===== config.mk =====
export PLATFORM = sky130hd
export DESIGN_NAME = ram_master
export DESIGN_NICKNAME = d
export VERILOG_FILES = /design/src/rtl/ram_master.sv
export SDC_FILE = /design/constraint.sdc
export NUM_CORES = 1
export LEC_CHECK = 0
export BUFFER_PORTS_ARGS = -buffer_cell sky130_fd_sc_hd__buf_4
export CAP_MARGIN = 10
export CORE_MARGIN = 2
export CORE_UTILIZATION = 51
export CTS_CLUSTER_SIZE = 12
export DETAILED_ROUTE_END_ITERATION = 7
export PLACE_DENSITY = 0.84
export SLEW_MARGIN = 40
export SYNTH_ARGS = -nofsm -noshare
export SYNTH_HDL_FRONTEND = slang
export SYNTH_SLANG_ARGS = --single-unit

===== constraint.sdc =====
create_clock -name clk -period 5.5 [get_ports clk]
set_input_delay 0.825 -clock clk [delete_from_list [all_inputs] [get_ports clk]]
set_output_delay 0.825 -clock clk [all_outputs]
set_load 0.01 [all_outputs]

===== src/rtl/ram_master.sv =====
// ram_master: request-side controller for a single-port wr_rd RAM.
// Takes one write/read command at a time over valid/ready and produces
// one-cycle wr_rd strobes with registered address and data. For reads it
// captures dout after RD_LAT cycles and returns it over a valid/ready
// response port that honours backpressure.
//
// state | meaning
// ------+----------------------------------------------------------
// IDLE  | cmd_ready high, waiting for a command
// WR    | write strobe (2'b10) on the RAM pins for this one cycle
// RD    | read strobe (2'b01) on the RAM pins for this one cycle
// WAIT  | counting down the read latency, dout sampled when cnt == 0
// RSP   | rsp_valid held with stable data until rsp_ready
module ram_master #(
  parameter int DIW    = 16,
  parameter int DOW    = 16,
  parameter int ADW    = 4,
  parameter int RD_LAT = 1
) (
  input  logic           clk,
  input  logic           rst_n,
  input  logic           cmd_valid,
  output logic           cmd_ready,
  input  logic           cmd_wr,
  input  logic [ADW-1:0] cmd_addr,
  input  logic [DIW-1:0] cmd_wdata,
  output logic           rsp_valid,
  input  logic           rsp_ready,
  output logic [DOW-1:0] rsp_data,
  output logic           busy,
  output logic [1:0]     ram_wr_rd,
  output logic [DIW-1:0] ram_din,
  output logic [ADW-1:0] ram_addr,
  input  logic [DOW-1:0] ram_dout
);

  // Four bits covers the full legal latency range 1..15.
  localparam int CW = 4;
  localparam logic [CW-1:0] LAT_LOAD = CW'(RD_LAT - 1);

  localparam logic [1:0] WR_RD_IDLE  = 2'b00;
  localparam logic [1:0] WR_RD_WRITE = 2'b10;
  localparam logic [1:0] WR_RD_READ  = 2'b01;

  typedef enum logic [2:0] {
    S_IDLE,
    S_WR,
    S_RD,
    S_WAIT,
    S_RSP
  } state_t;

  state_t         state_q;
  logic [CW-1:0]  cnt_q;
  logic [1:0]     ram_wr_rd_q;
  logic [DIW-1:0] ram_din_q;
  logic [ADW-1:0] ram_addr_q;
  logic           rsp_valid_q;
  logic [DOW-1:0] rsp_data_q;
  logic           busy_q;
  logic           cmd_ready_q;

  // The acceptance condition only needs cmd_valid: cmd_ready_q is high
  // exactly when the FSM sits in IDLE.
  logic cmd_fire;
  logic rsp_fire;
  assign cmd_fire = cmd_valid & cmd_ready_q;
  assign rsp_fire = rsp_valid_q & rsp_ready;

  // Sequencer: state, latency counter and every output are registered here.
  always_ff @(posedge clk or negedge rst_n) begin
    if (!rst_n) begin
      state_q     <= S_IDLE;
      cnt_q       <= '0;
      ram_wr_rd_q <= WR_RD_IDLE;
      ram_din_q   <= '0;
      ram_addr_q  <= '0;
      rsp_valid_q <= 1'b0;
      rsp_data_q  <= '0;
      busy_q      <= 1'b0;
      cmd_ready_q <= 1'b1;
    end else begin
      case (state_q)
        S_IDLE: begin
          if (cmd_fire) begin
            ram_addr_q  <= cmd_addr;
            ram_din_q   <= cmd_wdata;
            cmd_ready_q <= 1'b0;
            busy_q      <= 1'b1;
            if (cmd_wr) begin
              ram_wr_rd_q <= WR_RD_WRITE;
              state_q     <= S_WR;
            end else begin
              ram_wr_rd_q <= WR_RD_READ;
              state_q     <= S_RD;
            end
          end
        end

        S_WR: begin
          // Writes produce no response; back to IDLE after the strobe.
          ram_wr_rd_q <= WR_RD_IDLE;
          cmd_ready_q <= 1'b1;
          busy_q      <= 1'b0;
          state_q     <= S_IDLE;
        end

        S_RD: begin
          // Counter reaches zero in the cycle where dout becomes valid.
          ram_wr_rd_q <= WR_RD_IDLE;
          cnt_q       <= LAT_LOAD;
          state_q     <= S_WAIT;
        end

        S_WAIT: begin
          if (cnt_q == '0) begin
            rsp_data_q  <= ram_dout;
            rsp_valid_q <= 1'b1;
            state_q     <= S_RSP;
          end else begin
            cnt_q <= cnt_q - 1'b1;
          end
        end

        S_RSP: begin
          if (rsp_fire) begin
            rsp_valid_q <= 1'b0;
            cmd_ready_q <= 1'b1;
            busy_q      <= 1'b0;
            state_q     <= S_IDLE;
          end
        end

        default: begin
          ram_wr_rd_q <= WR_RD_IDLE;
          rsp_valid_q <= 1'b0;
          cmd_ready_q <= 1'b1;
          busy_q      <= 1'b0;
          state_q     <= S_IDLE;
        end
      endcase
    end
  end

  assign cmd_ready = cmd_ready_q;
  assign rsp_valid = rsp_valid_q;
  assign rsp_data  = rsp_data_q;
  assign busy      = busy_q;
  assign ram_wr_rd = ram_wr_rd_q;
  assign ram_din   = ram_din_q;
  assign ram_addr  = ram_addr_q;

endmodule


==> results by group, run 1 <==
Global routing
  – First-pass GRT wire length: around 6400 um
  – Tot GR Track Use: 0.197
  – Grt met2 use: 0.323
  – Vias in the first global route: roughly 1.4k
  – Met3 Usage GRT: 0.0895
  – Met1 GRT Util: 0.235
  – Total grt overflow: 0
  – Most Used Layer, Global Route: met2
  – Largest net degree at the start of global routing: 49
  – Antenna violations before repair: 0

Route
  – Vias: approximately 1.4k
  – ANT nets after route: 0
  – Vias per inst: 5.20
  – Drt first pass iters: 4
  – Wire length reported by the detailed router: ~3800 um
  – DR DRC count: 0
  – Mean routed wirelength per cell: 14.3 um
  – DRT iter0 DRCs: 120

Cells and area
  – Diodes inserted: 0
  – Layout net count: 263
  – Fill count: 251
  – Finished Layout Cells: 269
  – Area growth, synth to finish: 37.0%
  – Share of cells above drive strength 1: 0.597
  – Design Area, Final: ~2700 sq um

Synthesis
  – Synth top area share: 0.590
  – Mean Syn Cell Area: 14.6 sq um
  – Synth Cell Area: 1990 sq um
  – Syn nets: 180
  – Syn Inst Count: 137
  – Synth area leaders: dfrtp_1, mux2_2, mux2_4
  – Register area share after synthesis: 0.603
  – Synth Register Bits: 48
  – Leading area contributor after synthesis: dfrtp_1
  – Synth warnings: 0
  – Synth cell types: 32

STA
  – Period utilization: 0.393
  – Slew margin rel.: 0.595
  – Period minus WS final: 2160 ps
  – Worst slew pin tran: 605 ps
  – Final Hold Vio Count: 0
  – Final setup violation count: 0
  – Clock Skew: 12.1 ps
  – Setup TNS: 0 ps
  – Slew Limit Fails: 0
  – RSZ-0062 raised after global routing: no
  – Max frequency: between 400 and 500 MHz
  – Min Hold Slack: around 500 ps

Clocking
  – Cts repair resizes: 0
  – Sink Count: 48
  – CTS clk-pin slew, worst paths: 90 ps
  – Deepest clock path buffer count: 2
  – CTS buffer count: 5
  – CTS tree: yes
  – Post-CTS Setup Bufs: 0
  – H-Tree Depth: 2
  – Worst skew pair latency: 310 ps
  – Hold buffers post-CTS: 0
  – Clk root buf: clkbuf_8

Power
  – Lkg Pwr: 0.00137 uW
  – Psw: 460 uW
  – Combinational share of power: 0.415
  – Worst vdd ir: 0.000295 V
  – Pwr Density: 546 nW/um^2
  – Register share of total power: 0.419
  – Clock power frac: 0.166
  – Net Sw Frac: 0.308
  – Int Power: 1030 uW

Status
  – Status: completed

Die
  – Core ar.: around 3700 sq um
  – I/O pin count: 82
  – FP Rows: 22
  – Initial Utilization: 0.537
  – Die Y: 66.5 um
  – Die area: 4430 sq um
  – Die Wd: 66.5 um

Worst setup path
  – Worst setup SP type: flop
  – CP peak stage delay: 700 ps
  – Family with the most delay on the worst path: simple AND/OR/NAND/NOR gates
  – Critical Path RT: 5700 ps
  – CP Cell Sequence: inv_1 -> ha_1 -> or2b_2 -> or3b_2 -> mux2_4
  – R2R setup slack: 3340 ps
  – Crit path kind: reg -> reg
  – Worst Reg-to-Reg Cells: 5
  – Crit path buf inv count: 1
  – Worst R2R Start: cnt_q[0]
  – WP data arrival: roughly 2400 ps
  – Slowest cell on the critical path: or3b_2
  – Worst-path maximum fanout: 18
  – Worst R2R End: rsp_data[8]
  – Crit end category: flop

Placed design
  – Detailed placement HPWL: between 2000 and 3000 um
  – Placed cell count: 261
  – Routability Congestion: between 0.7 and 0.8
  – Buffers on Ports: 81
  – Post-DP Area: 2620 sq um

Flow run
  – Max_cap viols: 0

Worst hold path
  – HP Class: in -> async
[cells by family (layout without fill, tap and decap cells)]
kind of cell | Yosys count | after routing | share of synthesized area
and+or+nand+nor | 22 | 22 | 0.0659
DFF | 48 | 48 | 0.603
buffers and inverters | 10 | 94 | 0.0320
muxes | 39 | 39 | 0.234
adders and majority gates | 2 | 2 | 0.0125
AOI/OAI and AO/OA | 16 | 16 | 0.0527
[worst reg2reg max path: stages (launching register included)]
cell and delay, ps:
dfrtp_1 410, inv_1 90, ha_1 160, or2b_2 310, or3b_2 700, mux2_4 390
[cell usage after synthesis]
cell type / count
nor3_1: 1
a21oi_1: 2
clkbuf_1: 2
nor2b_1: 2
o21a_1: 1
dfstp_2: 1
or3_1: 1
nand2_1: 4
a221o_1: 2
mux2_2: 29
nand3b_1: 1
inv_1: 4
or2b_2: 1
nor3_2: 1
ha_1: 2
o21ai_0: 7
nand3_1: 2
dfrtp_1: 47
mux2i_1: 2
and3b_1: 1
buf_2: 2
buf_6: 1
nor2_1: 3
nand2b_1: 1
a22o_2: 1
nor4b_1: 1
or3b_1: 1
buf_12: 1
and3_1: 2
a21o_1: 1
mux2_4: 8
o31ai_1: 2
[per-stage QoR]
stage / total power (uW) / util / setup slack, ps
global placement: 1230 / 0.705 / 3230
global route: 1590 / 0.735 / 3240
CTS: 1510 / 0.735 / 3260
floorplan: 944 / - / 3550
detailed placement: 1260 / 0.705 / 3150
finish: 1490 / 0.735 / 3340
[worst max-delay path by stage]
stage | start | to | cells after the start
5_1_grt | cnt_q[0] | rsp_data[12] | 5
2_1_floorplan | cnt_q[0] | rsp_data[10] | 7
3_5_place_dp | cmd_valid | ram_din[5] | 5
4_1_cts | cnt_q[0] | rsp_data[12] | 5
3_3_place_gp | cmd_valid | ram_addr[2] | 5
6_report | cnt_q[0] | rsp_data[8] | 5
[placed cells by master, fill, tap and decap left out, drive strengths merged, types with 3 or more instances in the layout]
cell type / instances
mux2: 37
o21ai: 7
nand2: 4
nor2: 3
buf: 82
dfrtp: 47
clkbuf: 5
inv: 4
[layout make-up]
| cell class | instances | area, sq um | area share |
|---|---|---|---|
| Sequential cell | 48 | 1200 | 0.440 |
| Multi-Input combinational cell | 79 | 728 | 0.266 |
| Timing Repair Buffer | 82 | 616 | 0.225 |
| Clock buffer | 5 | 68.8 | 0.0252 |
| Tap cell | 48 | 60.1 | 0.0220 |
| Clock inverter | 3 | 42.5 | 0.0156 |
| Inverter | 4 | 15.0 | 0.00549 |
[flip-flops by register name, summed over array words and instances, names as in the netlist]
| signal | flops |
|---|---|
| ram_din | 16 |
| rsp_data | 16 |
| cnt_q | 4 |
| ram_addr | 4 |
| state_q | 3 |
| ram_wr_rd | 2 |
| busy | 1 |
| cmd_ready | 1 |
| rsp_valid | 1 |
[per-layer routing]
metal / part of all wire / vias to the layer above
met2: 0.47 / 69
met5: 0 / -
met4: 0.0096 / 0
met1: 0.42 / 675
li1: - / 651
met3: 0.099 / 4
[power groups by stage]
stage,combinational [uW],sequential [uW],clock (uW)
2_1_floorplan,267,677,0
3_3_place_gp,614,620,0
3_5_place_dp,629,630,0
4_1_cts,630,626,256
5_1_grt,671,647,276
6_report,619,626,248
No activity file was read; power rests on OpenSTA's default activity.
==> inputs of run 2 (changes only) <==
- CORE_UTILIZATION: 51 -> 43
- PLACE_DENSITY: 0.84 -> 0.76
- clock period: 5.5 -> 1.9 ns (I/O delays scaled with it)
==> results by group, run 2 (synthesis gave the netlist of run 1 again) <==
Global routing
  – Tot GR Track Use: 0.169 (-0.0277)
  – Total grt overflow: 0 (unchanged)
  – Antenna violations before repair: 0 (unchanged)
  – Largest net degree at the start of global routing: 49 (unchanged)
  – First-pass GRT wire length: 6780 um (+6.7%)
  – Vias in the first global route: 1,480 (+4.5%)

Cells and area
  – Leading cell type in the layout, fill and taps excluded: buf_4
  – Design Area, Final: 2840 sq um (+3.8%)
  – Multi-input gate area: 752 sq um (+3.3%)
  – Diodes inserted: 0 (unchanged)
  – Fill count: 341 (+36%)
  – Share of cells above drive strength 1: 0.622 (+0.0245)
  – Area growth, synth to finish: 42.2%
  – Layout net count: 273 (+3.8%)
  – Finished Layout Cells: 282 (+4.8%)
  – Most frequent cells in the layout: buf_4, dfrtp_1, mux2_2
  – Sequential cell area: 1200 sq um (unchanged)

Placed design
  – Place WS: -40.6 ps (-3190 ps)
  – Buffers on Ports: 81 (unchanged)
  – Detailed placement HPWL: 2990 um (+4.3%)
  – Placed cell count: 272 (+4.2%)
  – Post-DP Area: 2700 sq um (+3.1%)
  – Routability Congestion: 0.772 (+1.3%)

Worst setup path
  – CP peak stage delay: 420 ps (-280 ps)
  – Worst Reg-to-Reg Cells: 6 (+1)
  – Crit path kind: reg -> reg
  – CP startpoint: cnt_q[1]
  – CP Capture Point: rsp_data[10]
  – Worst-path maximum fanout: 9 (-9)
  – Slowest cell on the critical path: or3b_4
  – Critical Path RT: 2080 ps (-3620 ps)
  – Worst setup SP type: flop
  – CP Cell Sequence: inv_2 -> ha_4 -> or2b_4 -> or3b_4 -> buf_12 -> mux2_4
  – WP data arrival: 2050 ps (-310 ps)
  – R2R setup slack: 30 ps (-3310 ps)
  – Worst R2R End: rsp_data[10]
  – Worst R2R Start: cnt_q[1]
  – Crit end category: flop

Power
  – Pwr Density: 1500 nW/um^2 (+170%)
  – Worst vdd ir: 0.000805 V (+170%)
  – Lkg Pwr: 0.00143 uW (+4.0%)

Route
  – DRT iter0 DRCs: 53 (-56%)
  – Drt first pass iters: 4 (unchanged)
  – DR DRC count: 0 (unchanged)
  – Vias per inst: 5.12 (-1.5%)
  – Mean routed wirelength per cell: 14.7 um (+3.0%)
  – Wire length reported by the detailed router: 4140 um (+8.0%)
  – ANT nets after route: 0 (unchanged)
  – Vias: 1,445 (+3.3%)

Status
  – Failing checks: hold timing
  – Status: finished, violations left

STA
  – Max frequency: 536 MHz (+16%)
  – Final setup violation count: 0 (unchanged)
  – Final Hold Vio Count: 11 (+11)
  – Slew Limit Fails: 0 (unchanged)
  – Period minus WS final: 1870 ps (-294 ps)
  – Final WS setup: 34.0 ps (-3310 ps)
  – Worst slew pin tran: 598 ps (-7.40 ps)
  – Clock Skew: 5.36 ps (-6.71 ps)
  – Min Hold Slack: -12.2 ps (-511 ps)
  – Period utilization: 0.982 (+0.589)
  – Slew margin rel.: 0.602 (+0.00713)

Die
  – Die area: 5200 sq um (+17%)
  – Die Y: 72.1 um (+8.4%)
  – Die Wd: 72.1 um (+8.4%)
  – Core ar.: 4410 sq um (+19%)
  – Initial Utilization: 0.452 (-0.0849)
  – I/O pin count: 82 (unchanged)
  – FP Rows: 24 (+9.1%)

Worst hold path
  – HP Class: in -> async

Clocking
  – Sink Count: 48 (unchanged)
  – CTS clk-pin slew, worst paths: 80 ps (about the same)
  – CTS tree: yes
  – CTS buffer count: 5 (unchanged)
  – Clk root buf: clkbuf_8
  – Hold buffers post-CTS: 0 (unchanged)
  – H-Tree Depth: 2 (unchanged)
  – Deepest clock path buffer count: 2 (unchanged)
  – Worst skew pair latency: 290 ps (-20 ps)

Flow run
  – Max_cap viols: 0 (unchanged)
## run 2: how the worst min path moves through the flow
stage / start / end / slack (ps)
2_1_floorplan: rst_n / busy / -10
3_3_place_gp: rst_n / rsp_data[12] / 330
3_5_place_dp: rst_n / rsp_data[12] / 340
4_1_cts: rst_n / rsp_data[12] / 6
5_1_grt: rst_n / rsp_data[11] / 30
6_report: rst_n / rsp_data[12] / -10
## run 2: critical path, delay by kind of cell (launching register included)
kind          cells  cell delay (ps)
fa+ha+maj         1              130
buf+inv           2              260
mux               1              300
flops             1              400
simple gates      2              680
## run 2: layer usage
| layer | up-vias | GRT usage | wire length (um) |
|---|---|---|---|
| li1 | 671 | - | - |
| met1 | 713 | 0.212 | 1690 |
| met2 | 59 | 0.286 | 2070 |
| met3 | 2 | 0.0514 | 359 |
| met4 | 0 | 0.0440 | 19 |
| met5 | - | 0 | 0 |
## run 2: cell type report
| type | count | area share |
|---|---|---|
| Timing Repair Buffer | 92 | 0.255 |
| Multi-Input combinational cell | 79 | 0.265 |
| Inverter | 4 | 0.00530 |
| Clock buffer | 6 | 0.0256 |
| Clock inverter | 1 | 0.00177 |
| Sequential cell | 48 | 0.424 |
| Tap cell | 52 | 0.0229 |
## run 2: report_power, final
part / total, uW / internal, uW / switching, uW
registers: 1750 / 1500 / 253
logic: 1930 / 1170 / 759
clock network: 561 / 251 / 310
## run 2: through the flow
stage                     hold slack, ps  utilization  power, uW  TNS [ps]
after floorplan                    -10.6            -       2730      -345
after global placement               332        0.612       3660         0
after global routing                27.8        0.642       4530    -0.705
after detailed placement             335        0.612       3700      -298
final                              -12.2        0.642       4240         0
after CTS                           5.79        0.641       4310         0
## run 2: what timing repair did
action / in CTS / in global routing
hold endpoints to repair: 0 / 0
resized for setup: 5 / 0
buffers inserted: 1 / 1
cloned: 1 / 0
setup endpoints to repair: 16 / 6
pin swaps: 1 / 0
==> inputs of run 3 (changes only) <==
- CORE_UTILIZATION: 43 -> 51
- PLACE_DENSITY: 0.76 -> 0.84
- clock period: 1.9 -> 2.3 ns (I/O delays scaled with it)
==> results by group, run 3 (synthesis gave the netlist of run 1 again) <==
Status
  – Status: completed

Global routing
  – Antenna violations before repair: 0 (unchanged)
  – Tot GR Track Use: 0.204 (+0.0343)
  – Total grt overflow: 0 (unchanged)
  – Largest net degree at the start of global routing: 49 (unchanged)
  – First-pass GRT wire length: 6710 um (-1.1%)
  – Vias in the first global route: 1,457 (-1.6%)

Worst setup path
  – Crit end category: flop
  – Worst setup SP type: flop
  – Slowest cell on the critical path: dfrtp_1
  – Crit path kind: reg -> reg
  – Crit path buf inv count: 2 (unchanged)
  – CP peak stage delay: 410 ps (about the same)
  – Critical Path RT: 2490 ps (+410 ps)
  – CP Cell Sequence: inv_1 -> ha_1 -> or2b_2 -> or3b_1 -> buf_4 -> mux2_4
  – WP data arrival: 2200 ps (+150 ps)
  – Family with the most delay on the worst path: simple AND/OR/NAND/NOR gates
  – Worst-path maximum fanout: 18 (+9)

Power
  – Lkg Pwr: 0.00138 uW (-3.2%)
  – Pwr Density: 1310 nW/um^2 (-13%)
  – Worst vdd ir: 0.000911 V (+13%)

Die
  – FP Rows: 22 (-8.3%)
  – Die area: 4430 sq um (-15%)
  – I/O pin count: 82 (unchanged)
  – Die Wd: 66.5 um (-7.7%)
  – Initial Utilization: 0.537 (+0.0849)
  – Die Y: 66.5 um (-7.7%)
  – Core ar.: 3720 sq um (-16%)

Cells and area
  – Design Area, Final: 2750 sq um (-3.1%)
  – Sequential cell area: 1200 sq um (unchanged)
  – Most frequent cells in the layout: buf_4, dfrtp_1, mux2_2
  – Share of cells above drive strength 1: 0.596 (-0.0253)
  – Fill count: 252 (-26%)
  – Layout net count: 265 (-2.9%)
  – Area growth, synth to finish: 37.8%
  – Final core occ: 0.739 (+0.0971)
  – Multi-input gate area: 728 sq um (-3.2%)
  – Diodes inserted: 0 (unchanged)
  – Finished Layout Cells: 271 (-3.9%)
  – Leading cell type in the layout, fill and taps excluded: buf_4

STA
  – Clock Skew: 6.48 ps (+1.12 ps)
  – Setup TNS: 0 ps (unchanged)
  – Period utilization: 0.872 (-0.110)
  – Worst slew pin tran: 583 ps (-14.8 ps)
  – Final setup violation count: 0 (unchanged)
  – Final Hold Vio Count: 0 (-11)
  – RSZ-0062 raised after global routing: no
  – Slew Limit Fails: 0 (unchanged)
  – Max frequency: 499 MHz (-6.9%)
  – Min Hold Slack: 40.0 ps (+52.2 ps)
  – Period minus WS final: 2000 ps (+139 ps)
  – Slew margin rel.: 0.612 (+0.00989)

Clocking
  – Deepest clock path buffer count: 2 (unchanged)
  – Post-CTS Setup Bufs: 0 (-1)
  – Cts repair resizes: 0 (-5)
  – CTS tree: yes
  – Worst skew pair latency: 300 ps (about the same)
  – Clk root buf: clkbuf_8
  – Sink Count: 48 (unchanged)
  – CTS buffer count: 5 (unchanged)
  – H-Tree Depth: 2 (unchanged)
  – CTS clk-pin slew, worst paths: 90 ps (about the same)
  – Hold buffers post-CTS: 0 (unchanged)

Placed design
  – Buffers on Ports: 81 (unchanged)
  – Detailed placement HPWL: 3020 um (+1.0%)
  – Placed cell count: 263 (-3.3%)
  – Routability Congestion: 0.713 (-7.7%)
  – Post-DP Area: 2640 sq um (-2.5%)

Route
  – DRT iter0 DRCs: 51 (-3.8%)
  – Drt first pass iters: 4 (unchanged)
  – Mean routed wirelength per cell: 14.8 um (+0.95%)
  – DR DRC count: 0 (unchanged)
  – Vias: 1,414 (-2.1%)
  – Wire length reported by the detailed router: 4020 um (-3.0%)
  – ANT nets after route: 0 (unchanged)
  – Vias per inst: 5.22 (+1.8%)

Flow run
  – Max_cap viols: 0 (unchanged)

Worst hold path
  – HP Class: in -> async
==> run 3: cell count changes in the layout (fill, tap and decap cells not counted), sizes merged <==
cell | previous run | this run
buf | 92 | 84
bufinv | 0 | 1
clkbuf | 6 | 5
clkinvlp | 0 | 1
==> run 3: final timing paths <==
kind	start	end	slack [ps]	depth (start not counted)
min in group clk	ram_dout[7]	rsp_data[7]	270	2
hold / removal	rst_n	rsp_data[10]	40	1
max in group asynchronous	rst_n	ram_wr_rd[1]	1870	1
setup / recovery	cnt_q[0]	rsp_data[13]	300	6
hold reg to reg	ram_addr[0]	ram_addr[0]	510	1
setup reg to reg	cnt_q[0]	rsp_data[13]	300	6
==> run 3: final cells by class <==
cell class / count / share of cell area
clock buffer: 5 / 0.0250
sequential: 48 / 0.438
clock inverter: 3 / 0.0155
tap: 48 / 0.0219
inverter: 4 / 0.00546
timing repair buffer: 84 / 0.230
multi-input combinational: 79 / 0.265
==> run 3: through the flow <==
stage / power (uW) / setup slack (ps)
after CTS: 3630 / 281
after global routing: 3820 / 207
after floorplan: 2260 / 348
final: 3590 / 295
after detailed placement: 3030 / 298
after global placement: 2960 / 391
==> run 3: layer usage <==
metal  global-route usage  part of all wire
met5                    0                 0
met4               0.0689             0.016
met3               0.0709              0.10
met2                0.341              0.46
met1                0.244              0.42
==> run 3: power by group <==
part,internal (uW),leakage [uW],switching (uW)
sequential,1240,0.000579,239
clock,322,0.0000541,276
combinational,922,0.000747,595
